===== src/rtl/prn_jnav_pkg.sv =====
// Shared definitions for the JNAV PRN code generator and its acquisition FSM.
// Contents: register lengths, feedback/coupling tap lists, the sigma2 pair
// function and the acquisition state enum.
// The 115-bit generator state is laid out as {rf[4:0], r1[54:0], r0[54:0]}.
// The serial seed enters at bit 0 and moves towards bit 114.
package prn_jnav_pkg;

  localparam int SEED_BITS = 115;
  localparam int R0_LEN    = 55;
  localparam int R1_LEN    = 55;
  localparam int RF_LEN    = 5;

  // Tap positions inside each 55-bit register.
  localparam int R0_TAPS  [4] = '{54, 40, 23, 0};
  localparam int R1_TAPS  [4] = '{54, 47, 19, 3};
  // R1 positions that couple into the RF register.
  localparam int CPL_TAPS [3] = '{50, 31, 12};

  // Pair function: {a xor b, a and b}. The XOR of the two outputs gives a|b.
  // That is the nonlinear term that feeds the RF register.
  function automatic logic [1:0] sigma2(input logic a, input logic b);
    return {a ^ b, a & b};
  endfunction

  typedef enum logic [2:0] {
    ST_IDLE   = 3'd0,
    ST_SEARCH = 3'd1,
    ST_SLIP   = 3'd2,
    ST_LOCKED = 3'd3,
    ST_FAIL   = 3'd4
  } acq_state_e;

endpackage


===== src/rtl/prn_replica_gen.sv =====
// Local replica of the JNAV code generator.
// Ports:
//   clk, rst  - clock and synchronous active-high reset (clears seed and state)
//   load      - shift load_bit into the 115-bit seed chain
//   load_bit  - serial seed data
//   restart   - copy the seed chain into the running generator state
//   adv       - advance the generator by one chip
//   chip      - current replica chip, taken from the present state
module prn_replica_gen
  import prn_jnav_pkg::*;
(
  input  logic clk,
  input  logic rst,
  input  logic load,
  input  logic load_bit,
  input  logic restart,
  input  logic adv,
  output logic chip
);

  logic [SEED_BITS-1:0] seed_q;
  logic [SEED_BITS-1:0] st_q;
  logic [SEED_BITS-1:0] st_next;
  logic [R0_LEN-1:0]    r0;
  logic [R1_LEN-1:0]    r1;
  logic [RF_LEN-1:0]    rf;
  logic                 fb0, fb1, cpl;
  logic [1:0]           pair;

  assign r0 = st_q[R0_LEN-1:0];
  assign r1 = st_q[R0_LEN+R1_LEN-1:R0_LEN];
  assign rf = st_q[SEED_BITS-1:R0_LEN+R1_LEN];

  assign chip = r0[R0_LEN-1] ^ r1[R1_LEN-1] ^ rf[0];

  always_comb begin
    fb0 = 1'b0;
    fb1 = 1'b0;
    cpl = 1'b0;
    for (int i = 0; i < $size(R0_TAPS); i++) fb0 = fb0 ^ r0[R0_TAPS[i]];
    for (int i = 0; i < $size(R1_TAPS); i++) fb1 = fb1 ^ r1[R1_TAPS[i]];
    for (int i = 0; i < $size(CPL_TAPS); i++) cpl = cpl ^ r1[CPL_TAPS[i]];
    pair = sigma2(r0[R0_LEN-1], cpl);
    // RF feeds the two linear registers; sigma2 feeds RF back.
    st_next = {rf[RF_LEN-2:0], pair[1] ^ pair[0],
               r1[R1_LEN-2:0], fb1 ^ rf[3],
               r0[R0_LEN-2:0], fb0 ^ rf[4]};
  end

  always_ff @(posedge clk) begin
    if (rst) begin
      seed_q <= '0;
      st_q   <= '0;
    end else begin
      if (load) seed_q <= {seed_q[SEED_BITS-2:0], load_bit};
      if (restart) st_q <= seed_q;
      else if (adv) st_q <= st_next;
    end
  end

endmodule


===== src/rtl/prn_code_acq.sv =====
// JNAV PRN acquisition and tracking. The block aligns a local replica to the
// received chip stream by serial chip-slip search, then tracks lock window by
// window.
// Ports:
//   clk, rst           - clock and synchronous active-high reset
//   seed_bit/valid     - serial seed load; accepted only in IDLE
//   start, abort       - begin acquisition, or return to IDLE from any state
//   chip_in/chip_valid - received chip stream
//   locked, state      - lock flag and FSM state encoding
//   slip_count         - slips in the current or last search (saturating)
//   err_count          - mismatch count of the last completed window
//   seed_ready         - 115 seed bits have been loaded since reset
// Optional feature macro PRN_ACQ_REPLICA_OUT_EN adds replica_chip and
// replica_valid. They are registered one cycle after each replica advance.
// Handshake: a chip is consumed on every rising edge where chip_valid=1.
// There is no backpressure, and cycles without chip_valid leave the search
// untouched.
module prn_code_acq
  import prn_jnav_pkg::*;
#(
  parameter int WIN_LEN  = 1023,
  parameter int MISS_MAX = 100,
  parameter int LOSS_MAX = 2,
  parameter int SLIP_MAX = 4095
) (
  input  logic                         clk,
  input  logic                         rst,
  input  logic                         seed_bit,
  input  logic                         seed_valid,
  input  logic                         start,
  input  logic                         abort,
  input  logic                         chip_in,
  input  logic                         chip_valid,
  output logic                         locked,
  output logic [2:0]                   state,
  output logic [15:0]                  slip_count,
  output logic [$clog2(WIN_LEN+1)-1:0] err_count,
  output logic                         seed_ready
`ifdef PRN_ACQ_REPLICA_OUT_EN
  ,
  output logic                         replica_chip,
  output logic                         replica_valid
`endif
);

  localparam int CW = $clog2(WIN_LEN + 1);
  localparam int LW = (LOSS_MAX > 1) ? $clog2(LOSS_MAX) : 1;
  localparam logic [CW-1:0] LAST_CHIP = CW'(WIN_LEN - 1);
  localparam logic [CW-1:0] MISS_LIM  = CW'(MISS_MAX);
  localparam logic [LW-1:0] LOSS_LAST = LW'(LOSS_MAX - 1);
  localparam logic [15:0]   SLIP_LIM  = 16'(SLIP_MAX);
  localparam logic [6:0]    SEED_FULL = 7'(SEED_BITS);

  acq_state_e    state_q, state_d;
  logic [6:0]    seed_cnt;
  logic [CW-1:0] chip_cnt, miss_cnt, miss_tot, err_q;
  logic [LW-1:0] loss_cnt;
  logic [15:0]   slip_q;
  logic          locked_q;
  logic          rep_chip, load, restart, adv, win_end, win_good, mism, start_ok;

  assign load       = (state_q == ST_IDLE) && seed_valid;
  assign seed_ready = (seed_cnt == SEED_FULL);
  assign start_ok   = start && !seed_valid && seed_ready;
  assign mism       = chip_in ^ rep_chip;
  // Mismatch total including the chip being sampled this cycle.
  assign miss_tot   = miss_cnt + CW'(mism);
  assign win_good   = (miss_tot <= MISS_LIM);

  assign state      = state_q;
  assign locked     = locked_q;
  assign slip_count = slip_q;
  assign err_count  = err_q;

  prn_replica_gen u_replica (
    .clk      (clk),
    .rst      (rst),
    .load     (load),
    .load_bit (seed_bit),
    .restart  (restart),
    .adv      (adv),
    .chip     (rep_chip)
  );

  always_comb begin
    state_d = state_q;
    restart = 1'b0;
    adv     = 1'b0;
    win_end = 1'b0;
    if (abort) begin
      state_d = ST_IDLE;
    end else begin
      case (state_q)
        ST_IDLE: begin
          if (start_ok) begin
            restart = 1'b1;
            state_d = ST_SEARCH;
          end
        end
        ST_SEARCH: begin
          if (chip_valid) begin
            adv = 1'b1;
            if (chip_cnt == LAST_CHIP) begin
              win_end = 1'b1;
              if (win_good)              state_d = ST_LOCKED;
              else if (slip_q == SLIP_LIM) state_d = ST_FAIL;
              else                       state_d = ST_SLIP;
            end
          end
        end
        // Swallow one chip without advancing: replica ends one chip later.
        ST_SLIP: begin
          if (chip_valid) state_d = ST_SEARCH;
        end
        ST_LOCKED: begin
          if (chip_valid) begin
            adv = 1'b1;
            if (chip_cnt == LAST_CHIP) begin
              win_end = 1'b1;
              if (!win_good && loss_cnt == LOSS_LAST) state_d = ST_SEARCH;
            end
          end
        end
        ST_FAIL: state_d = ST_FAIL;
        default: state_d = ST_IDLE;
      endcase
    end
  end

  always_ff @(posedge clk) begin
    if (rst) begin
      state_q  <= ST_IDLE;
      locked_q <= 1'b0;
      seed_cnt <= '0;
      chip_cnt <= '0;
      miss_cnt <= '0;
      err_q    <= '0;
      loss_cnt <= '0;
      slip_q   <= '0;
    end else begin
      state_q  <= state_d;
      locked_q <= (state_d == ST_LOCKED);
      if (load && seed_cnt != SEED_FULL) seed_cnt <= seed_cnt + 7'd1;
      if (restart) begin
        chip_cnt <= '0;
        miss_cnt <= '0;
        loss_cnt <= '0;
        slip_q   <= '0;
      end else if (adv) begin
        if (win_end) begin
          chip_cnt <= '0;
          miss_cnt <= '0;
          err_q    <= miss_tot;
          if (state_d == ST_SLIP && slip_q != 16'hFFFF) slip_q <= slip_q + 16'd1;
          if (state_q == ST_LOCKED) begin
            if (win_good) begin
              loss_cnt <= '0;
            end else if (state_d == ST_SEARCH) begin
              // Lock dropped: re-search from the current phase.
              loss_cnt <= '0;
              slip_q   <= '0;
            end else begin
              loss_cnt <= loss_cnt + LW'(1);
            end
          end else begin
            loss_cnt <= '0;
          end
        end else begin
          chip_cnt <= chip_cnt + CW'(1);
          miss_cnt <= miss_tot;
        end
      end else if (state_q == ST_SLIP && chip_valid) begin
        chip_cnt <= '0;
        miss_cnt <= '0;
      end
    end
  end

`ifdef PRN_ACQ_REPLICA_OUT_EN
  always_ff @(posedge clk) begin
    if (rst) begin
      replica_chip  <= 1'b0;
      replica_valid <= 1'b0;
    end else begin
      replica_valid <= adv;
      if (adv) replica_chip <= rep_chip;
    end
  end
`endif

endmodule


===== config.mk =====
export PLATFORM = sky130hd
export DESIGN_NAME = prn_code_acq
export DESIGN_NICKNAME = d
export VERILOG_FILES = /design/src/rtl/prn_jnav_pkg.sv /design/src/rtl/prn_replica_gen.sv /design/src/rtl/prn_code_acq.sv
export SDC_FILE = /design/constraint.sdc
export NUM_CORES = 1
export LEC_CHECK = 0
export BUFFER_PORTS_ARGS = -buffer_cell sky130_fd_sc_hd__clkbuf_2
export CORE_ASPECT_RATIO = 1.4
export CORE_MARGIN = 2
export CORE_UTILIZATION = 42
export CTS_CLUSTER_SIZE = 10
export DETAILED_ROUTE_END_ITERATION = 8
export SETUP_SLACK_MARGIN = 0.4
export SYNTH_ARGS = -nofsm -noshare
export SYNTH_HDL_FRONTEND = slang
export SYNTH_HIERARCHICAL = 1
export SYNTH_SLANG_ARGS = --single-unit

===== constraint.sdc =====
create_clock -name clk -period 3.45 [get_ports clk]
set_clock_uncertainty 0.05 [all_clocks]
set_input_delay 1.035 -clock clk [delete_from_list [all_inputs] [get_ports clk]]
set_output_delay 1.035 -clock clk [all_outputs]
set_load 0.03 [all_outputs]

* Word-level counts from Yosys, hierarchy flattened
Cells that the tools add are included.
** Storage, ports and cells
- Bits of input ports :: 8
- Bits in registers :: 288
- Word-level logic and storage cells :: 96
- Output and inout bits :: 31
** Operators by class
- Bitwise logic cells :: 17
- Eq/ne operators :: 12
- $lt $le $gt $ge :: 1
- Add/sub/neg operators :: 5
- Reduce and logical (&&, ||, !) cells :: 16
- Multiplexer cells :: 35
** Operator list (number)
- 2-to-1 mux 115 bit :: 2
- 2-to-1 mux 16 bit :: 4
- 2-to-1 mux 10 bit :: 5
- 2-to-1 mux 3 bit :: 10
- adder 16 x 1 -> 16 bit (second input constant) :: 1
- == test 16 x 12 -> 1 bit (second input constant) :: 1
- != test 16 bit (second input constant) :: 1
- case mux 3 bit (5 select lines) :: 1
- XOR 1 bit :: 15
- 2-to-1 mux 1 bit :: 13
- == test 3 x 2 -> 1 bit (second input constant) :: 4
- adder 10 x 1 -> 10 bit :: 1
- adder 10 x 1 -> 10 bit (second input constant) :: 1
- == test 10 bit (second input constant) :: 1
- less-or-equal comparator 10 x 7 -> 1 bit (second input constant) :: 1
- adder 7 x 1 -> 7 bit (second input constant) :: 1
- == test 7 bit (second input constant) :: 1
- logical AND 1 bit :: 7
- != test 7 bit (second input constant) :: 1
- == test 3 x 1 -> 1 bit (second input constant) :: 2
- nonzero test 2 bit :: 2
- OR reduction 2 bit :: 2
- == test 3 bit (second input constant) :: 1
- logical NOT 3 bit :: 1
- other kinds (6) :: 7

* Longest topological paths before layout
- Depth after elaboration :: 18
- Mapped depth :: 14

* Modules after synthesis
Netlist, hierarchy kept.
** Modules (own cells, without submodules)
- prn_replica_gen :: seq. area each 4604.4 µm², cells each 1012, area an instance 9272.6 µm², instances 1
- prn_code_acq :: seq. area each 1161.1 µm², cells each 401, area an instance 3218.1 µm², instances 1

* Worst setup path after synthesis
OpenSTA, ideal clock, no wires.
- Path type :: input port to flip-flop
- Start :: in chip_in
- End :: reg slip_q[15], in the netlist slip_count[15]
- Buffers on the path :: 1
- Cell stages on the path :: 11
- Data arrival time :: 3518 ps
- Data required time :: 3334 ps
- Setup slack :: -184 ps
- Library setup time :: 66 ps
- Cells stage by stage :: xor2_1 ha_1 ha_1 clkbuf_1 and3b_2 o31ai_1 a21boi_0 nor3_4 o21bai_4 or4_4 a21oi_2
** On the way
- Word-level cells in the longest chain between the ends :: 16
- Elaborated cells on any way between the ends :: 20
- Those cells by class :: add/sub (1); order compare (1); eq/ne (2); mux (12); bitwise (1); reduce/logical (3)
** RTL lines
- from (decl) :: RTL line prn_code_acq.sv:32 : input logic chip_in,
- XOR 1 bit * :: RTL line prn_code_acq.sv:65 : assign mism = chip_in ^ rep_chip;
- adder 10 x 1 -> 10 bit * :: RTL line prn_code_acq.sv:67 : assign miss_tot = miss_cnt + CW'(mism);
- less-or-equal comparator 10 x 7 -> 1 bit * :: RTL line prn_code_acq.sv:68 : assign win_good = (miss_tot <= MISS_LIM);
- logical NOT 1 bit :: RTL line prn_code_acq.sv:120 : if (!win_good && loss_cnt == LOSS_LAST) state_d = ST_SEARCH;
- logical AND 1 bit :: RTL line prn_code_acq.sv:120
- 2-to-1 mux 3 bit :: RTL line prn_code_acq.sv:120
- 2-to-1 mux 3 bit :: RTL line prn_code_acq.sv:118 : if (chip_cnt == LAST_CHIP) begin
- 2-to-1 mux 3 bit :: RTL line prn_code_acq.sv:116 : if (chip_valid) begin
- case mux 3 bit (5 select lines) :: RTL line prn_code_acq.sv:93 : case (state_q)
- 2-to-1 mux 3 bit :: RTL line prn_code_acq.sv:90 : if (abort) begin
- == test 3 x 2 -> 1 bit :: RTL line prn_code_acq.sv:154 : if (state_d == ST_SLIP && slip_q != 16'hFFFF) slip_q <= slip_q + 16'd1;
- logical AND 1 bit :: RTL line prn_code_acq.sv:154
- 2-to-1 mux 16 bit :: RTL line prn_code_acq.sv:154
- 2-to-1 mux 16 bit :: RTL line prn_code_acq.sv:158 : end else if (state_d == ST_SEARCH) begin
- 2-to-1 mux 16 bit :: RTL line prn_code_acq.sv:156 : if (win_good) begin
- 2-to-1 mux 16 bit * :: RTL line prn_code_acq.sv:155 : if (state_q == ST_LOCKED) begin
- to (signal assigned) :: RTL line prn_code_acq.sv:154
- to (decl) :: RTL line prn_code_acq.sv:58 : logic [15:0] slip_q;
Every way passes the cells marked *; elsewhere a longest branch is shown, timed or not.
A chain may end at the register's enable or synchronous reset.

* Final worst setup path
- Start :: reg u_replica.st_q[110]
- End :: reg slip_q[7], in the netlist slip_count[7]
** On the way
- Word-level cells in the longest chain between the ends :: 17
- Elaborated cells on any way between the ends :: 21
- Those cells by class :: add/sub (1); order compare (1); eq/ne (2); mux (12); bitwise (2); reduce/logical (3)
** RTL lines
- from (decl) :: RTL line prn_replica_gen.sv:22 : logic [SEED_BITS-1:0] st_q;
- from (signal assigned) :: RTL line prn_replica_gen.sv:56 : if (restart) st_q <= seed_q;
- from (signal assigned) :: RTL line prn_replica_gen.sv:57 : else if (adv) st_q <= st_next;
- XOR 1 bit * :: RTL line prn_replica_gen.sv:34 : assign chip = r0[R0_LEN-1] ^ r1[R1_LEN-1] ^ rf[0];
- via rep_chip :: RTL line prn_code_acq.sv:60 : logic rep_chip, load, restart, adv, win_end, win_good, mism, start_ok;
- XOR 1 bit * :: RTL line prn_code_acq.sv:65
- adder 10 x 1 -> 10 bit * :: RTL line prn_code_acq.sv:67
- less-or-equal comparator 10 x 7 -> 1 bit * :: RTL line prn_code_acq.sv:68
- logical NOT 1 bit :: RTL line prn_code_acq.sv:120
- logical AND 1 bit :: RTL line prn_code_acq.sv:120
- 2-to-1 mux 3 bit :: RTL line prn_code_acq.sv:120
- [2 not listed]
- case mux 3 bit (5 select lines) :: RTL line prn_code_acq.sv:93
- 2-to-1 mux 3 bit :: RTL line prn_code_acq.sv:90
- == test 3 x 2 -> 1 bit :: RTL line prn_code_acq.sv:154
- logical AND 1 bit :: RTL line prn_code_acq.sv:154
- 2-to-1 mux 16 bit :: RTL line prn_code_acq.sv:154
- 2-to-1 mux 16 bit :: RTL line prn_code_acq.sv:158
- 2-to-1 mux 16 bit :: RTL line prn_code_acq.sv:156
- 2-to-1 mux 16 bit * :: RTL line prn_code_acq.sv:155
Mark *: on every way through the listed nets, which the timed path passes. The rest lies on a longest branch.

==> run summary <==
Skew-Pair Late Insertion Delay = 0.52 ns
Hold Buf Count CTS = 0
DIE AREA = 31200 um^2
Hold Path Class = reg2reg
Initial Util = 42.7%
Min Clock Period, post-route = 2.98 ns
CTS Buf Count = 35
measured slew at the worst slew-check pin = 0.576 ns
post-synth top area share = 46.2%
Layout Utilization = 48.7%
largest net degree at the start of global routing = 114
Yosys warning total = 6
DR iter-0 viols = 467
Via density = 5.16
HPWL after DPL = 14600 um
WP data required = 3.85 ns
number of global-route vias before repair = 8859
final net count = 1439
placed cell areas = 13100 um^2
Mean Syn Cell Area = 8.84 um^2
Synth Flop Type = dfxtp_1
Leak Pwr = 5.53 nW
Max Root-Sink Buffers = 3
Critical Path End Type = register
setup ws final = 0.473 ns
asr flop ratio synth = 0%
number of diodes = 0
Tot GR Track Use = 15.3%
Post-synth EDFFs = 0
Final setup viols = 0
Synth top cells by count = nor2_1 (394), dfxtp_1 (288), mux2i_1 (230)
share of post-route cells with drive strength above 1 = 11.4%
max-slew violation count = 0
area grow syn2layout = 14.1%
Finished Cell Area = 14300 um^2
H-tree lvl count = 2
antenna-violating nets left = 0
first-pass GRT wire length = 41000 um
GR Overflow Total = 0
clk sinks = 288
fillers = 2843
Final TNS setup = 0 ns
critical path launch point type = register
Hold Fails Final Rpt = 0
Seq. cell area = 5770 um^2
Initial DRT Pass Iterations = 5
RSZ-0062 raised after global routing = yes
Synth area leader = dfxtp_1
aggregate routed wire length = 24100 um
VDD IR max = 473 uV
final period utilization = 86.3%
hold_sp = seed_cnt[1]
Synth cell types = 63
status = completed
Synthesized Nets = 1427
gpl congestion = 0.816
most common cell in the netlist = nor2_1
Max Freq = 0.336 GHz
Reg-to-Reg Start = u_replica/st_q[110]
die height = 208 um
initial antenna violation count = 0
area occupied by multi-input gates = 6350 um^2
via count = 9349
Place WS = -0.0653 ns
DRC Markers = 0
Critical path origin = u_replica/st_q[110]
Slew headroom = 61.5%
Mapped Cells = 1413
I/O pin cnt = 39
core area = 29300 um^2
DIE WIDTH = 150 um
Site Rows = 74
I/O Buffers = 38
Overall Power = 6.77 mW
CTS tree = done
DR WL/cell = 13.3 um
CP max FO = 6
PwrDens = 475 nW/um^2
Setup Crit Path Kind = reg2reg
Worst Path Arrival = 3.38 ns
CTS root buf = clkbuf_16
mapped cell area = 12500 um^2
sequential fraction of the synthesis area = 46.2%
#FFs+latches synth = 288
largest cells by area after synthesis = dfxtp_1 (46%), mux2i_1 (18%), nor2_1 (12%)
max-cap viol count = 0
CTS clk-pin slew, worst paths = 0.06 ns
## timing repair
action	CTS	global route
pin swaps	6	12
setup endpoints to repair	10	17
buffers inserted	3	7
resized for setup	6	17
## flip-flops by register name, summed over array words and instances, names as in the netlist
signal / cells
slip_count: 16
locked: 1
seed_cnt: 7
chip_cnt: 10
err_count: 10
u_replica/seed_q: 115
loss_cnt: 1
miss_cnt: 10
state: 3
u_replica/st_q: 115
## metal layers
layer / GRT usage [%] / up-vias / part of all wire (%)
li1: - / 4831 / -
met1: 18.0 / 4361 / 44
met2: 27.8 / 112 / 51
met3: 2.70 / 45 / 3.1
met4: 4.88 / 0 / 2.1
met5: 0 / - / 0
## cell type report
cell class | count | share of cell area (%)
Clock inverter | 4 | 0.421
Clock buffer | 39 | 6.54
Tap cell | 380 | 3.34
Multi-Input combinational cell | 1010 | 44.6
Timing Repair Buffer | 75 | 4.26
Sequential cell | 288 | 40.5
Inverter | 15 | 0.395
## cells in the final DEF (no fill, tap or decap), drive strengths merged, types with 3 or more instances in the layout
cell and n:
nor3 14, nand2 41, dfxtp 288, o211ai 8
nor2 396, clkbuf 75, a31oi 3, xnor2 13
nand3 23, xor2 14, buf 39, and3 9
o21ai 19, o31ai 5, and2 5, nor4 8
a311oi 4, inv 16, nand4 10, or4 7
mux2i 230, a21oi 143, ha 6, or2 3
or3 8, a22oi 3, a211oi 9, nand2b 5
## through the flow
stage	hold slack, ns	std cells
CTS	0.425	1804
global placement	0.415	1758
floorplan	0.404	1413
finish	0.423	1811
global route	0.443	1811
detailed placement	0.417	1758
## cell families after synthesis
group | Yosys count | share of synthesized area [%]
adders and majority gates | 6 | 0.601
DFF | 288 | 46.2
muxes | 230 | 18.4
buffers and inverters | 115 | 4.36
and+or+nand+nor | 538 | 18.5
AOI/OAI and AO/OA | 207 | 9.71
xor gates and xnor gates | 29 | 2.25
## path summary, 6_finish.rpt
check / endpoint / cells after the start / slack, ns
min reg2reg: seed_cnt[1] / 2 / 0.42
max: slip_count[7] / 12 / 0.47
max reg2reg: slip_count[7] / 12 / 0.47
min: seed_cnt[1] / 2 / 0.42
## where the power goes
group          internal, mW  switching [mW]  total [mW]
registers              3.33         0.00302        3.34
clock network          1.97            1.31        3.28
logic                0.0499           0.102       0.152
total                  5.36            1.41        6.77
## worst max-delay path, stage by stage (launching register included)
cell and delay (ns):
dfxtp_2 0.33, xnor2_2 0.19, xnor2_2 0.15, xor2_1 0.18, ha_2 0.26, nand4_4 0.11
or3_4 0.37, o22a_1 0.25, nor3_4 0.21, buf_6 0.17, nor2_2 0.07, or4_4 0.45
a21oi_2 0.13
Power figures use the tool's default switching activity.
